## src/rtl/slice_bit_packer.sv

```systemverilog
// slice_bit_packer: MSB-first codeword packer into a 32-bit word stream.
// Optional SLICE_BIT_PACKER_BIT_COUNT_EN adds out_bit_count (payload bits).
module slice_bit_packer #(
  parameter int CODE_W = 32
) (
  input  logic              clock,
  input  logic              reset_n,
  input  logic              pack_enable,
  input  logic              code_valid,
  input  logic [CODE_W-1:0] code_value,
  input  logic [5:0]        code_len,
  input  logic              flush,
  output logic              out_valid,
  output logic [31:0]       out_word,
  output logic              flush_done,
`ifdef SLICE_BIT_PACKER_BIT_COUNT_EN
  output logic [31:0]       out_bit_count,
`endif
  output logic [31:0]       out_byte_count
);

  typedef enum logic [1:0] {
    IDLE  = 2'd0,
    RUN   = 2'd1,
    DRAIN = 2'd2,
    DONE  = 2'd3
  } state_t;

  state_t      state_q, state_d;
  logic [63:0] acc_q, acc_d;
  logic [6:0]  fill_q, fill_d;
  logic        vld_q, vld_d;
  logic [31:0] word_q, word_d;
  logic        fd_q, fd_d;
  logic [31:0] bc_q, bc_d;
`ifdef SLICE_BIT_PACKER_BIT_COUNT_EN
  logic [31:0] bits_q, bits_d;
`endif

  logic [5:0]  len_c;
  logic [63:0] code_ext;
  logic [63:0] mask;
  logic [6:0]  sh;
  logic [63:0] placed;
  logic [63:0] acc_a;
  logic [6:0]  fill_a;

  // Clamp length, mask code to its length and MSB-align it after fill bits.
  always_comb begin
    len_c    = (code_len > 6'd32) ? 6'd32 : code_len;
    code_ext = {{(64-CODE_W){1'b0}}, code_value};
    mask     = (64'd1 << len_c) - 64'd1;
    sh       = 7'd64 - fill_q - {1'b0, len_c};
    placed   = (code_ext & mask) << sh;
  end

  // Next-state: FSM, append, single-word emit, flush and drain.
  always_comb begin
    state_d = state_q;
    acc_d   = acc_q;
    fill_d  = fill_q;
    vld_d   = 1'b0;
    word_d  = word_q;
    fd_d    = 1'b0;
    bc_d    = bc_q;
    acc_a   = acc_q;
    fill_a  = fill_q;
`ifdef SLICE_BIT_PACKER_BIT_COUNT_EN
    bits_d  = bits_q;
`endif
    if (!pack_enable) begin
      state_d = IDLE;
      acc_d   = '0;
      fill_d  = '0;
    end else begin
      unique case (state_q)
        IDLE: begin
          state_d = RUN;
          acc_d   = '0;
          fill_d  = '0;
          bc_d    = '0;
`ifdef SLICE_BIT_PACKER_BIT_COUNT_EN
          bits_d  = '0;
`endif
        end
        RUN: begin
          if (code_valid && len_c != 6'd0) begin
            acc_a  = acc_q | placed;
            fill_a = fill_q + {1'b0, len_c};
`ifdef SLICE_BIT_PACKER_BIT_COUNT_EN
            bits_d = bits_q + {26'd0, len_c};
`endif
          end
          if (fill_a >= 7'd32) begin
            vld_d  = 1'b1;
            word_d = acc_a[63:32];
            acc_a  = acc_a << 32;
            fill_a = fill_a - 7'd32;
            bc_d   = bc_q + 32'd4;
          end
          acc_d  = acc_a;
          fill_d = fill_a;
          if (flush) begin
            if (fill_a == 7'd0) begin
              fd_d    = 1'b1;
              state_d = DONE;
            end else begin
              state_d = DRAIN;
            end
          end
        end
        DRAIN: begin
          vld_d   = 1'b1;
          word_d  = acc_q[63:32];
          fd_d    = 1'b1;
          bc_d    = bc_q + 32'd4;
          acc_d   = '0;
          fill_d  = '0;
          state_d = DONE;
        end
        DONE: begin
        end
        default: state_d = IDLE;
      endcase
    end
  end

  // State and output registers; reset drops any partial slice data.
  always_ff @(posedge clock or negedge reset_n) begin
    if (!reset_n) begin
      state_q <= IDLE;
      acc_q   <= '0;
      fill_q  <= '0;
      vld_q   <= 1'b0;
      word_q  <= '0;
      fd_q    <= 1'b0;
      bc_q    <= '0;
    end else begin
      state_q <= state_d;
      acc_q   <= acc_d;
      fill_q  <= fill_d;
      vld_q   <= vld_d;
      word_q  <= word_d;
      fd_q    <= fd_d;
      bc_q    <= bc_d;
    end
  end

`ifdef SLICE_BIT_PACKER_BIT_COUNT_EN
  // Payload bit counter, excluding drain padding.
  always_ff @(posedge clock or negedge reset_n) begin
    if (!reset_n) begin
      bits_q <= '0;
    end else begin
      bits_q <= bits_d;
    end
  end

  assign out_bit_count = bits_q;
`endif

  assign out_valid      = vld_q;
  assign out_word       = word_q;
  assign flush_done     = fd_q;
  assign out_byte_count = bc_q;

endmodule

```

## config.mk

```make
export PLATFORM = sky130hd
export DESIGN_NAME = slice_bit_packer
export DESIGN_NICKNAME = d
export VERILOG_FILES = /design/src/rtl/slice_bit_packer.sv
export SDC_FILE = /design/constraint.sdc
export NUM_CORES = 1
export LEC_CHECK = 0
export CAP_MARGIN = 20
export CORE_MARGIN = 2
export CORE_UTILIZATION = 30
export DETAILED_ROUTE_END_ITERATION = 16
export SLEW_MARGIN = 20
export SYNTH_ARGS = -nofsm -noshare
export SYNTH_HDL_FRONTEND = slang
export SYNTH_SLANG_ARGS = --single-unit
```

## constraint.sdc

```tcl
create_clock -name clock -period 3.8 [get_ports clock]
set_input_delay 0.38 -clock clock [delete_from_list [all_inputs] [get_ports clock]]
set_output_delay 0.38 -clock clock [all_outputs]
set_load 0.02 [all_outputs]
```

== Word level (Yosys, flattened, before mapping) ==
Index checks and enable logic that the tools add are counted.

* Logic and storage cells: 63
* Bits of input ports: 43
* Register bits after elaboration: 139

* Shift-type cells: 2
* Bitwise operators: 2
* Equality and inequality tests: 6
* Mux-type cells: 28
* Magnitude comparators: 2
* Add/subtract/negate cells: 6
* Reduce and logical (&&, ||, !) cells: 10

{| class="wikitable"
|+ Operators with widths
! cell !! number
|-
| two-way mux 64 bit || 3
|-
| case mux 64 bit (2 select lines) || 1
|-
| case mux 32 bit (3 select lines) || 1
|-
| AND 32 x 64 -> 64 bit || 1
|-
| two-way mux 32 bit || 2
|-
| bitwise OR 64 bit || 1
|-
| case mux 32 bit (2 select lines) || 1
|-
| left shift 1 x 6 -> 64 bit, first input constant || 1
|-
| left shift 64 x 7 -> 64 bit || 1
|-
| subtractor 64 x 1 -> 64 bit, second input constant || 1
|-
| two-way mux 7 bit || 7
|-
| adder 32 x 3 -> 32 bit, second input constant || 1
|-
| case mux 7 bit (2 select lines) || 1
|-
| adder 7 x 6 -> 7 bit || 1
|-
| greater-or-equal comparator 7 x 6 -> 1 bit, second input constant || 1
|-
| zero test 7 bit || 1
|-
| subtractor 7 x 6 -> 7 bit || 1
|-
| subtractor 7 x 6 -> 7 bit, second input constant || 1
|-
| subtractor 7 bit, first input constant || 1
|-
| greater-than comparator 6 bit, second input constant || 1
|-
| two-way mux 1 bit || 6
|-
| two-way mux 6 bit || 1
|-
| case mux 2 bit (3 select lines) || 1
|-
| AND reduction 3 bit || 2
|-
| 15 further kinds || 17
|}

== Logic depth before layout (Yosys ltp) ==
Gate-level depths: netlist of run 1.

* Depth in word-level cells: 16
* Gate-level depth with buffers: 24
* Mapped depth without buffers: 17

== Least setup slack after synthesis of run 1 ==
Ideal clock, no wire load.

* Path kind: input-to-reg
* Start: input code_len[5]
* End: register word_q[25] (netlist: out_word[25])
* Library setup time: 0.151 ns
* Path slack: -0.639 ns
* Cell stages on the path: 22
* Data arrival time: 4.288 ns
* Buffers on the path: 6
* Path through: buf_2 > buf_2 > buf_2 > buf_2 > inv_1 > nand2_1 > inv_1 > ha_1 > inv_1 > fa_1 > or3b_2 > o22ai_1 > xnor2_1 > a21oi_1 > ha_1 > o211ai_1 > a21oi_1 > or3_1 > clkbuf_1 > buf_2 > mux2i_1 > o311ai_0

* Cells in the longest elaborated chain, start to end: 10
* Elaborated cells on any way between the ends: 20
* Those cells by class: add/sub: 3; order compare: 2; eq/ne: 1; shift: 2; mux: 7; bitwise: 2; reduce/logical: 3

{| class="wikitable"
|+ RTL lines
! item !! RTL line !! RTL
|-
| start, declared || 11 || <nowiki>input logic [5:0] code_len,</nowiki>
|-
| greater-than comparator 6 bit || 50 || <nowiki>len_c = (code_len > 6'd32) ? 6'd32 : code_len;</nowiki>
|-
| two-way mux 6 bit (*) || 50 ||
|-
| left shift 1 x 6 -> 64 bit / nonzero test 6 bit (equally long branches) || 52, 87 ||
|-
| subtractor 64 x 1 -> 64 bit / logical AND 1 bit (equally long branches) || 52, 87 ||
|-
| AND 32 x 64 -> 64 bit / two-way mux 7 bit (equally long branches) || 54, 87 ||
|-
| left shift 64 x 7 -> 64 bit / two-way mux 7 bit (equally long branches) || 54, 76 ||
|-
| bitwise OR 64 bit / two-way mux 7 bit (equally long branches) || 88, 71 ||
|-
| two-way mux 64 bit / greater-or-equal comparator 7 x 6 -> 1 bit (equally long branches) || 87, 94 ||
|-
| two-way mux 32 bit / inequality test 2 bit (equally long branches) || - ||
|-
| case mux 32 bit (2 select lines) / AND reduction 3 bit (equally long branches) || - ||
|-
| end signal, assigned || 143 || <nowiki>word_q <= word_d;</nowiki>
|-
| end, declared || 33 || <nowiki>logic [31:0] word_q, word_d;</nowiki>
|}

Every way passes the cells marked *; elsewhere a longest branch is shown, timed or not. The select of a mux whose other input is x is not followed.
A chain may end at the register's enable or synchronous reset.

== Worst setup path after layout of run 1 ==
* Start: input code_len[5]
* End: register acc_q[52]

* Cells in the longest elaborated chain, start to end: 11
* Elaborated cells on any way between the ends: 19
* Those cells by class: add/sub: 3; order compare: 2; shift: 2; mux: 8; bitwise: 2; reduce/logical: 2

{| class="wikitable"
|+ RTL lines
! item !! RTL line !! RTL
|-
| greater-than comparator 6 bit || 50 ||
|-
| two-way mux 6 bit (*) || 50 ||
|-
| left shift 1 x 6 -> 64 bit / nonzero test 6 bit (equally long branches) || 52, 87 ||
|-
| subtractor 64 x 1 -> 64 bit / logical AND 1 bit (equally long branches) || 52, 87 ||
|-
| AND 32 x 64 -> 64 bit / two-way mux 7 bit (equally long branches) || 54, 87 ||
|-
| left shift 64 x 7 -> 64 bit / two-way mux 7 bit (equally long branches) || 54, 76 ||
|-
| bitwise OR 64 bit / two-way mux 7 bit (equally long branches) || 88, 71 ||
|-
| two-way mux 64 bit / greater-or-equal comparator 7 x 6 -> 1 bit (equally long branches) || 87, 94 ||
|-
| two-way mux 64 bit (*) || 94 || <nowiki>if (fill_a >= 7'd32) begin</nowiki>
|-
| case mux 64 bit (2 select lines) (*) || 76 || <nowiki>unique case (state_q)</nowiki>
|-
| two-way mux 64 bit (*) || 71 || <nowiki>if (!pack_enable) begin</nowiki>
|-
| end signal, assigned || 132 || <nowiki>acc_q <= '0;</nowiki>
|-
| end signal, assigned || 140 || <nowiki>acc_q <= acc_d;</nowiki>
|-
| end, declared || 30 || <nowiki>logic [63:0] acc_q, acc_d;</nowiki>
|}

Marked as above.

==> results of run 1 <==
synth_stat cells, types with 18 or more instances:
cell type	number	area, sq um
buf_2	21	105
nand3_1	37	185
o211ai_1	38	285
mux2i_1	32	320
a21oi_1	104	521
a31oi_1	34	213
nor2_1	198	743
dfrtp_1	137	3430
ha_1	22	275
clkbuf_1	80	300
xnor2_1	29	254
o21ai_0	89	445
nand2_1	148	556
inv_1	43	161
nor4_1	25	156
nor3_1	51	255
o31ai_1	18	135
a211oi_1	36	270
flip-flops by register name, summed over array words and instances (netlist names):
name / count
state_q: 2
flush_done: 1
out_word: 32
acc_q: 64
fill_q: 7
out_valid: 1
out_byte_count: 30
placed cells by master, fill, tap and decap left out, types with 26 or more instances in the layout:
cell type        count
o211ai_1            38
mux2i_1             30
nor2_1             189
clkdlybuf4s50_1     99
a211oi_1            32
xnor2_1             26
buf_4              407
inv_1               40
a31oi_1             31
nand2_1            142
nor3_1              49
a21oi_1             98
o21ai_0             79
dfrtp_1            137
nand3_1             37
logic make-up after synthesis:
| kind of cell | count (synthesis) | synth area share (%) |
|---|---|---|
| xor+xnor | 31 | 2.29 |
| flops | 137 | 28.9 |
| mux | 49 | 4.60 |
| simple gates | 591 | 24.1 |
| fa+ha+maj | 25 | 2.83 |
| other cells | 1 | 0.0316 |
| buf+inv | 160 | 5.54 |
| compound gates | 532 | 31.7 |
power groups by stage:
stage                     combinational, W  clock, W  sequential [W]
final                              0.00557   0.00158         0.00180
after global routing               0.00591   0.00168         0.00183
after detailed placement           0.00526         0         0.00183
after CTS                          0.00543   0.00161         0.00181
after global placement             0.00525         0         0.00183
after floorplan                    0.00229         0         0.00199
worst paths after layout:
kind,to,slack (ns),cells after the start
worst max register to register,acc_q[58],0.32,13
worst max-delay path,acc_q[52],0.10,14
min in group clock,out_word[15],0.48,2
max in group asynchronous,acc_q[46],2.92,2
worst min register to register,out_word[15],0.48,2
worst min-delay path,fill_q[3],0.009,1
metrics by stage:
step,setup WS (ns),TNS (ns)
floorplan,-0.0250,-0.0250
global placement,-0.779,-64.03
finish,0.101,0
global route,-0.0243,-0.0918
CTS,0.0663,0
detailed placement,-0.811,-71.55
layout make-up:
cell class / instances / share of cell area [%]
tap: 518 / 3.64
multi-input combinational: 1231 / 46.5
inverter: 45 / 0.992
clock inverter: 7 / 0.387
clock buffer: 24 / 2.71
timing repair buffer: 545 / 26.5
sequential: 137 / 19.3
timing repair:
action	4_1_cts	5_1_grt
endpoints found under the setup margin	101	57
buffers inserted	6	1
endpoints found under the hold margin	0	0
pin swaps	12	3
gates resized for setup	77	30
hold buffers	0	0
cloned	2	0
layer usage:
metal / vias to the layer above / share of wire [%] / global-route usage, %
met2: 548 / 47 / 44.6
met4: 0 / 1.9 / 5.84
met3: 67 / 6.7 / 4.11
li1: 6659 / - / -
met1: 7080 / 45 / 37.1
met5: - / 0 / 0
==> summary.md, run 1 <==
| Metric | Value |
|---|---|
| Worst vdd ir | approximately 370 uV |
| Yosys warnings | 0 |
| Antenna diodes | 0 |
| Multi-input combinational cell area | just over 8000 sq um |
| Vias in the first global route | between 10000 and 15000 |
| CP max FO | 16 |
| GRT Overall Usage | 26.9% |
| Hold slack | a little over 0.009 ns |
| Sw Pwr | between 0.003 and 0.004 W |
| CTS tree | yes |
| First-pass GRT wire length | 85500 um |
| Placed Cells incl. Taps | between 2000 and 2500 |
| Worst slew pin tran | between 0.9 and 1 ns |
| Initial antenna violation count | 0 |
| Combinational share of power | ~62% |
| H-tree depth | 4 |
| Max incr delay on CP | a little over 0.8 ns |
| Final hold violations | 0 |
| Max-slew headroom | 35.3% |
| Clock buffer depth | 2 |
| Internal power | 0.00500 W |
| Vias | about 14000 |
| # setup viols final | 0 |
| Clock power frac | between 10% and 20% |
| PD cells | around 500 nW/um^2 |
| Fmax | 0.270 GHz |
| Critical Path Source | code_len[5] |
| Num CTS Buffers | 17 |
| Initial Util | 30.5% |
| Placed Area | 16700 sq um |
| Layout cells sized above 1 | around 31% |
| Max Transition Viols Final | 0 |
| Crit path required time | between 4 and 5 ns |
| CTS sink count | 137 |
| Clk_lat worst skew | around 0.44 ns |
| Final Core Density | a little under half |
| Most common cell on crit path | buf_4 |
| Critical path class | input port to flip-flop |
| Async S/R FF share, synth | between 90% and 100% |
| Leak | roughly 7.5 nW |
| Register Area | around 3400 sq um |
| Routed WL per cell | between 20 and 25 um |
| Most used DFF post-synth | dfrtp_1 |
| # rows | 72 |
| Crit path arrival time | 3.99 ns |
| Final WL | 55200 um |
| Minimum clock period | between 3 and 4 ns |
| Min-Delay Path Class | input port to asynchronous set/reset pin |
| Die area | a little over 40000 sq um |
| Synthesized area per cell | 7.77 sq um |
| CP Cell Sequence | dlygate4sd2_1 > buf_12 > buf_4 > buf_4 > or4b_2 > o211ai_1 > nor4_2 > buf_4 > nor3_1 > o221a_2 > a31oi_1 > a221oi_2 > buf_4 > o211ai_1 |
| Clk root buf | clkbuf_16 |
| RR Startpoint | fill_q[1] |
| Count of cell types in the netlist | between 90 and 100 |
| Area Overhead vs Synth | 50.0% |
| Starting DRT DRC Count | between 1500 and 2000 |
| Pin count of the biggest net entering global routing | a little under 100 |
| Finished Layout Cells | 2507 |
| Number of buffers and inverters on the critical path | 6 |
| PnR Total Power | slightly below 0.009 W |
| Nets | 2045 |
| Post-route cell area | 17800 sq um |
| GPL Wtd Cong | ~1 |
| CP top delay family | simple AND/OR/NAND/NOR gates |
| Remaining DRCs | 0 |
| Slowest CP cell | or4b_2 |
| Number of synthesized flops with an enable pin | 0 |
| Run status | finished, final reports clean |
| HPWL after DPL | 43600 um |
| Grt total ovfl | 0 |
| Fill count | about 3800 |
| Synthesized cell area | approximately 12000 sq um |
| Max-Cap Viols | 0 |
| Layout Skew | roughly 0.027 ns |
| Core area | roughly 39000 sq um |
| Critical Path Start Type | input port |
| FF+latch count, synth | between 100 and 150 |
| Seq/Total Area, Yosys | roughly 29% |
| Unrepaired setup endpoints after global routing | yes |
| I/O pin total | 109 |
| Sequential Power Share | ~20% |
| Die W | between 200 and 250 um |
| TritonRoute pass-1 iters | 6 |
| IO Port Bufs | 106 |
| Worst setup EP type | flip-flop |
| Sw Share | between 40% and 50% |
| Clk pin slew, worst setup/hold paths | ~0.060 ns |
| Antenna-violating nets left | 0 |
| Die Ht | 203 um |
| Via/cell ratio | between 5 and 6 |
| Final period util | 97.3% |
| Cells after Synth | 1526 |
No activity file was read; power rests on OpenSTA's default activity.
==> inputs of run 2 (changes only) <==
PLACE_DENSITY = 0.44   (was default)
==> run 2 against run 1 <==
Highest routed layer unchanged; clock power increased by 8%; largest power group unchanged; utilization up 1.6 points; clock-buffer cell count decreased by 6; sequential share of layout area down 0.64 points; first-iteration DRC count down 16%; maximum frequency about the same; combinational power grew 6.3%; largest cell class unchanged; non-clock buffer count is 32 higher; via count grew 0.71%; die area is the same; critical path type unchanged.
==> summary.md, run 2 (synthesized netlist as in run 1, its figures left out) <==
| Metric | Value |
|---|---|
| Run status | finished, final reports clean |
| Clock buffer depth | 2 (unchanged) |
| Die W | 203 um (unchanged) |
| Nets | 2076 (+1.5%) |
| Max Transition Viols Final | 0 (unchanged) |
| Pin count of the biggest net entering global routing | 81 (-18%) |
| Die Ht | 203 um (unchanged) |
| Most frequent cells in the layout | buf_4 (428), nor2_1 (189), nand2_1 (141) |
| GPL Wtd Cong | 1.07 (+4.9%) |
| Crit path arrival time | 4.02 ns (+0.03 ns) |
| WL met2 | 26600 um (+2.7%) |
| PnR Total Power | 0.00942 W (+5.3%) |
| Starting DRT DRC Count | 1295 (-16%) |
| R2R depth | 18 (+5) |
| Core area | 38800 sq um (unchanged) |
| Clk_lat worst skew | 0.44 ns (about the same) |
| GRT Overall Usage | 28.7% (+1.7 points) |
| TritonRoute pass-1 iters | 7 (+1) |
| Grt total ovfl | 0 (unchanged) |
| Vias | 14500 (+0.71%) |
| Unrepaired setup endpoints after global routing | yes |
| Via/cell ratio | 5.70 (-0.52%) |
| Antenna diodes | 0 (unchanged) |
| PD cells | 512 nW/um^2 (+1.8%) |
| First-pass GRT wire length | 88900 um (+3.9%) |
| Top routing layer used | met4 |
| IO Port Bufs | 106 (unchanged) |
| Vias in the first global route | 14100 (-0.96%) |
| Most common cell after layout, fill and taps aside | buf_4 |
| Final period util | 97.3% (about the same) |
| Critical path class | input port to flip-flop |
| CTS tree | yes |
| Worst vdd ir | 316 uV (-15%) |
| I/O pin total | 109 (unchanged) |
| Placed Cells incl. Taps | 2484 (+0.69%) |
| Critical Path Start Type | input port |
| M1 WL | 27000 um (+9.5%) |
| # setup viols final | 0 (unchanged) |
| Area Overhead vs Synth | 55.2% |
| Max reg flops | 64 (unchanged) |
| Leak | 7.72 nW (+3.2%) |
| Register with the most flip-flops | acc_q |
| Routed WL per cell | 23.4 um (+6.4%) |
| Metal3 WL | 4310 um (+17%) |
| Clk root buf | clkbuf_16 |
| # rows | 72 (unchanged) |
| Crit path required time | 4.12 ns (+0.03 ns) |
| Antenna-violating nets left | 0 (unchanged) |
| HPWL after DPL | 46300 um (+6.1%) |
| Final WL | 59500 um (+7.7%) |
| Worst setup EP type | flip-flop |
| Finished Layout Cells | 2538 (+1.2%) |
| Num CTS Buffers | 17 (unchanged) |
| H-tree depth | 4 (unchanged) |
| Min-Delay Path Class | input port to asynchronous set/reset pin |
| Max-slew headroom | 30.7% (-4.5 points) |
| Layout cells sized above 1 | 34.6% (+3.6 points) |
| Final hold violations | 0 (unchanged) |
| Clk pin slew, worst setup/hold paths | 0.07 ns (about the same) |
| Worst slew pin tran | 1.04 ns (+0.0642 ns) |
| Initial antenna violation count | 0 (unchanged) |
| Layout Skew | 0.0131 ns (-0.0142 ns) |
| Die area | 41100 sq um (unchanged) |
| Remaining DRCs | 0 (unchanged) |
| Fill count | 3841 (+1.3%) |
| CP max FO | 11 (-5) |
| Fmax | 0.270 GHz (about the same) |
| Initial Util | 30.5% (unchanged) |
| Minimum clock period | 3.70 ns (-0.00135 ns) |
| Max-Cap Viols | 0 (unchanged) |
| CTS sink count | 137 (unchanged) |
[run 2: what timing repair did]
item,4_1_cts,5_1_grt
endpoints found under the setup margin,96,87
gates resized for setup,82,98
buffers inserted,11,10
cloned,0,1
endpoints found under the hold margin,57,0
pin swaps,21,38
hold buffers,1,0
[run 2: path summary, 6_finish.rpt]
| path | start | to | slack (ns) |
|---|---|---|---|
| min in group clock | acc_q[8] | acc_q[8] | 0.48 |
| max | code_len[1] | acc_q[56] | 0.10 |
| min reg2reg | acc_q[8] | acc_q[8] | 0.48 |
| max reg2reg | fill_q[0] | out_word[19] | 0.27 |
| max in group asynchronous | reset_n | acc_q[54] | 2.44 |
| min | reset_n | fill_q[1] | 0.47 |
[run 2: critical path, cell delays in order]
cell	delay, ns
clkdlybuf4s50_1	0.39
buf_4	0.16
nand2_2	0.09
inv_1	0.04
ha_1	0.27
inv_1	0.07
ha_4	0.17
fa_2	0.60
clkinv_4	0.12
buf_4	0.21
nand2_1	0.10
o32ai_2	0.09
a211oi_4	0.23
buf_4	0.17
nand2_1	0.12
a221o_2	0.50
a211oi_2	0.22
a211oi_1	0.08
[run 2: metrics by stage]
step | setup WS (ns) | hold slack, ns | TNS (ns) | utilization, % | instance area (sq um)
5_1_grt | -0.0266 | 0.512 | -0.187 | 47.4 | 18400
2_1_floorplan | -0.0250 | 0.0844 | -0.0250 | - | 12000
3_3_place_gp | -0.823 | 0.395 | -69.53 | 43.2 | 16800
4_1_cts | 0.00551 | 0.487 | 0 | 46.0 | 17900
6_report | 0.102 | 0.467 | 0 | 47.4 | 18400
3_5_place_dp | -0.786 | 0.397 | -69.54 | 43.2 | 16800
[run 2: power breakdown]
| part | internal (W) | total (W) | switching (W) | leakage (nW) |
|---|---|---|---|---|
| Sequential | 0.00166 | 0.00181 | 0.000144 | 1.89 |
| Clock | 0.000985 | 0.00170 | 0.000710 | 0.287 |
| Combinational | 0.00252 | 0.00592 | 0.00340 | 5.55 |
| Total | 0.00517 | 0.00942 | 0.00425 | 7.72 |
[run 2: cell type report]
cell class                 instances  area, sq um  share of cell area (%)
clock buffer                      18          439                    2.39
clock inverter                    13          144                   0.782
multi-input combinational       1230         8580                    46.6
timing repair buffer             577         4980                    27.1
inverter                          45          176                   0.959
tap                              518          648                    3.52
sequential                       137         3430                    18.6
[run 2: metal layers]
metal,track usage [%],vias up
met5,0,-
met4,8.42,0
met3,6.05,104
met2,44.9,568
met1,39.7,7063
li1,-,6721
==> inputs of run 3 (changes only) <==
PLACE_DENSITY = 0.46   (was 0.44)
TNS_END_PERCENT = 1   (was default)
clock period = 3.2 ns   (was 3.8 ns; I/O delays follow)
==> run 3 against run 2 <==
The run now ends with negative setup slack left; combinational power rose by 23%; first-iteration DRC count fell by 18%; power rose by 22%; routed wire length fell by 2.1%; critical path type unchanged; critical endpoint is now acc_q[61].
==> summary.md, run 3 (synthesized netlist as in run 1, its figures left out) <==
| Metric | Value |
|---|---|
| Run status | complete, but fails checks |
| Failing checks | negative setup slack |
| Internal power | 0.00630 W (+22%) |
| Worst setup EP type | flip-flop |
| Combinational share of power | 63.5% (+0.7 points) |
| Initial antenna violation count | 0 (unchanged) |
| Core area | 38800 sq um (unchanged) |
| Layout cells sized above 1 | 39.7% (+5.2 points) |
| First-pass GRT wire length | 89500 um (+0.76%) |
| Register with the most flip-flops | acc_q |
| Remaining DRCs | 0 (unchanged) |
| HPWL after DPL | 45800 um (-1.1%) |
| CP top delay family | compound AO/OA/AOI/OAI gates |
| Die Ht | 203 um (unchanged) |
| Num CTS Buffers | 17 (unchanged) |
| Worst vdd ir | 404 uV (+28%) |
| Most common cell on crit path | buf_4 |
| Final hold violations | 0 (unchanged) |
| Sw Share | 45.2% (about the same) |
| Max Transition Viols Final | 0 (unchanged) |
| Unrepaired setup endpoints after global routing | yes |
| Fmax | between 0.2 and 0.3 GHz |
| Clk pin slew, worst setup/hold paths | 0.06 ns (about the same) |
| Nets | 2123 (+2.3%) |
| Critical path class | input port to flip-flop |
| Crit path required time | 3.55 ns (-0.57 ns) |
| I/O pin total | 109 (unchanged) |
| Max-slew headroom | 46.0% (+15 points) |
| Setup Total Neg Slack | -15.00 ns (-15.00 ns) |
| Routed WL per cell | 22.5 um (-4.0%) |
| Final WL | 58200 um (-2.1%) |
| Via/cell ratio | 5.65 (-0.83%) |
| Crit path arrival time | 3.92 ns (-0.10 ns) |
| Max-Cap Viols | 0 (unchanged) |
| Die area | 41100 sq um (unchanged) |
| CTS tree | yes |
| Finished Layout Cells | 2587 (+1.9%) |
| Vias | 14600 (+1.1%) |
| Slowest CP cell | or4_1 |
| Max incr delay on CP | 0.54 ns (-0.06 ns) |
| PD cells | 596 nW/um^2 (+16%) |
| Final Core Density | 49.6% (+2.2 points) |
| Final worst slack | -0.368 ns (-0.471 ns) |
| Final period util | 112% |
| Area Overhead vs Synth | 62.5% |
| GPL Wtd Cong | 0.988 (-7.6%) |
| Max reg flops | 64 (unchanged) |
| Critical Path Start Type | input port |
| Sw Pwr | 0.00519 W (+22%) |
| Sequential Power Share | 18.7% (-0.5 points) |
| Antenna-violating nets left | 0 (unchanged) |
| Placed Cells incl. Taps | 2513 (+1.2%) |
| Minimum clock period | between 3 and 4 ns |
| CP Cell Sequence | buf_2 > buf_12 > buf_12 > buf_4 > or4_1 > buf_6 > o22ai_1 > buf_4 > o211a_1 > o21ai_4 > a211oi_4 > o32ai_4 > buf_4 > or3_4 > a31o_4 > a211oi_2 |
| Clk root buf | clkbuf_16 |
| Worst slew pin tran | 0.809 ns (-0.226 ns) |
| # setup viols final | 103 (+103) |
| Clock power frac | 17.8% (-0.2 points) |
| Number of buffers and inverters on the critical path | 7 (unchanged) |
| Leak | 8.01 nW (+3.8%) |
| Most frequent cells in the layout | buf_4 (466), nor2_1 (177), dfrtp_1 (136) |
| Starting DRT DRC Count | 1068 (-18%) |
| TritonRoute pass-1 iters | 5 (-2) |
| Initial Util | 30.5% (unchanged) |
| H-tree depth | 4 (unchanged) |
| Most common cell after layout, fill and taps aside | buf_4 |
| Die W | 203 um (unchanged) |
| Layout Skew | 0.0154 ns (+0.00236 ns) |
| Pin count of the biggest net entering global routing | 80 (-1.2%) |
| CTS sink count | 137 (unchanged) |
| # rows | 72 (unchanged) |
| Min-Delay Path Class | input port to asynchronous set/reset pin |
| Vias in the first global route | 14600 (+3.2%) |
| Clk_lat worst skew | 0.44 ns (about the same) |
| GRT Overall Usage | 28.4% (-0.23 points) |
| CP max FO | 10 (-1) |
| Grt total ovfl | 0 (unchanged) |
| IO Port Bufs | 106 (unchanged) |
| Clock buffer depth | 2 (unchanged) |
run 3: cell types whose count changed in the layout (fill, tap and decap cells not counted), moves of 5 or more:
cell and change:
nor4_2 +12, buf_4 +38, nor2_1 -12, a21oi_1 -5, nand2_2 +7, nand2_1 -9
buf_6 +15, buf_12 -7, nor4_1 -13, a21oi_2 +5, nor2_2 +10, a311oi_1 -5
inv_1 -6
run 3: timing repair:
action | CTS | global route
resized for setup | 268 | 37
pin swaps | 82 | 28
setup buffers | 24 | 15
setup endpoints to repair | 131 | 128
cloned | 1 | 0
hold buffers | 1 | 0
hold endpoints to repair | 75 | 0
run 3: worst paths after layout:
check / start / to / slack [ns] / cells past startpoint
setup reg to reg: fill_q[1] / acc_q[42] / -0.34 / 15
hold / removal: reset_n / out_byte_count[29] / 0.47 / 2
min in group clock: out_word[21] / out_word[21] / 0.47 / 2
setup / recovery: code_len[5] / acc_q[61] / -0.37 / 16
max in group asynchronous: reset_n / out_byte_count[15] / 1.81 / 4
hold reg to reg: out_word[21] / out_word[21] / 0.47 / 2
run 3: layout make-up:
cell class / instances / area, sq um
fillers: 3763 / 19600
multi-input cells: 1230 / 9110
repair buffers: 624 / 5290
flip-flops and latches: 137 / 3430
well taps: 518 / 648
clock buffers: 17 / 425
inverters: 45 / 190
clock inverters: 15 / 169
diodes: 1 / 2.50
run 3: power groups by stage:
| stage | Combinational [W] | Clock [W] | Sequential, W |
|---|---|---|---|
| final | 0.00729 | 0.00205 | 0.00215 |
| after global routing | 0.00772 | 0.00215 | 0.00218 |
| after CTS | 0.00706 | 0.00208 | 0.00215 |
| after detailed placement | 0.00634 | 0 | 0.00218 |
| after global placement | 0.00635 | 0 | 0.00218 |
| after floorplan | 0.00281 | 0 | 0.00237 |
run 3: layer usage:
layer | vias up | share of wire (%) | GRT usage [%] | routed length [um]
met1 | 7252 | 46 | 39.2 | 26900
met3 | 76 | 5.6 | 4.83 | 3270
met4 | 0 | 2.2 | 7.66 | 1300
met2 | 470 | 46 | 45.9 | 26800
met5 | - | 0 | 0 | 0
li1 | 6815 | - | - | -
run 3: through the flow:
stage | area, sq um | hold WS [ns] | setup WS (ns) | total power [W]
after floorplan | 12100 | 0.0244 | -0.461 | 0.00518
after global placement | 17000 | 0.414 | -1.37 | 0.00853
after detailed placement | 17000 | 0.406 | -1.36 | 0.00852
after CTS | 19000 | 0.479 | -0.273 | 0.0113
after global routing | 19300 | 0.509 | -0.413 | 0.0121
final | 19300 | 0.470 | -0.368 | 0.0115
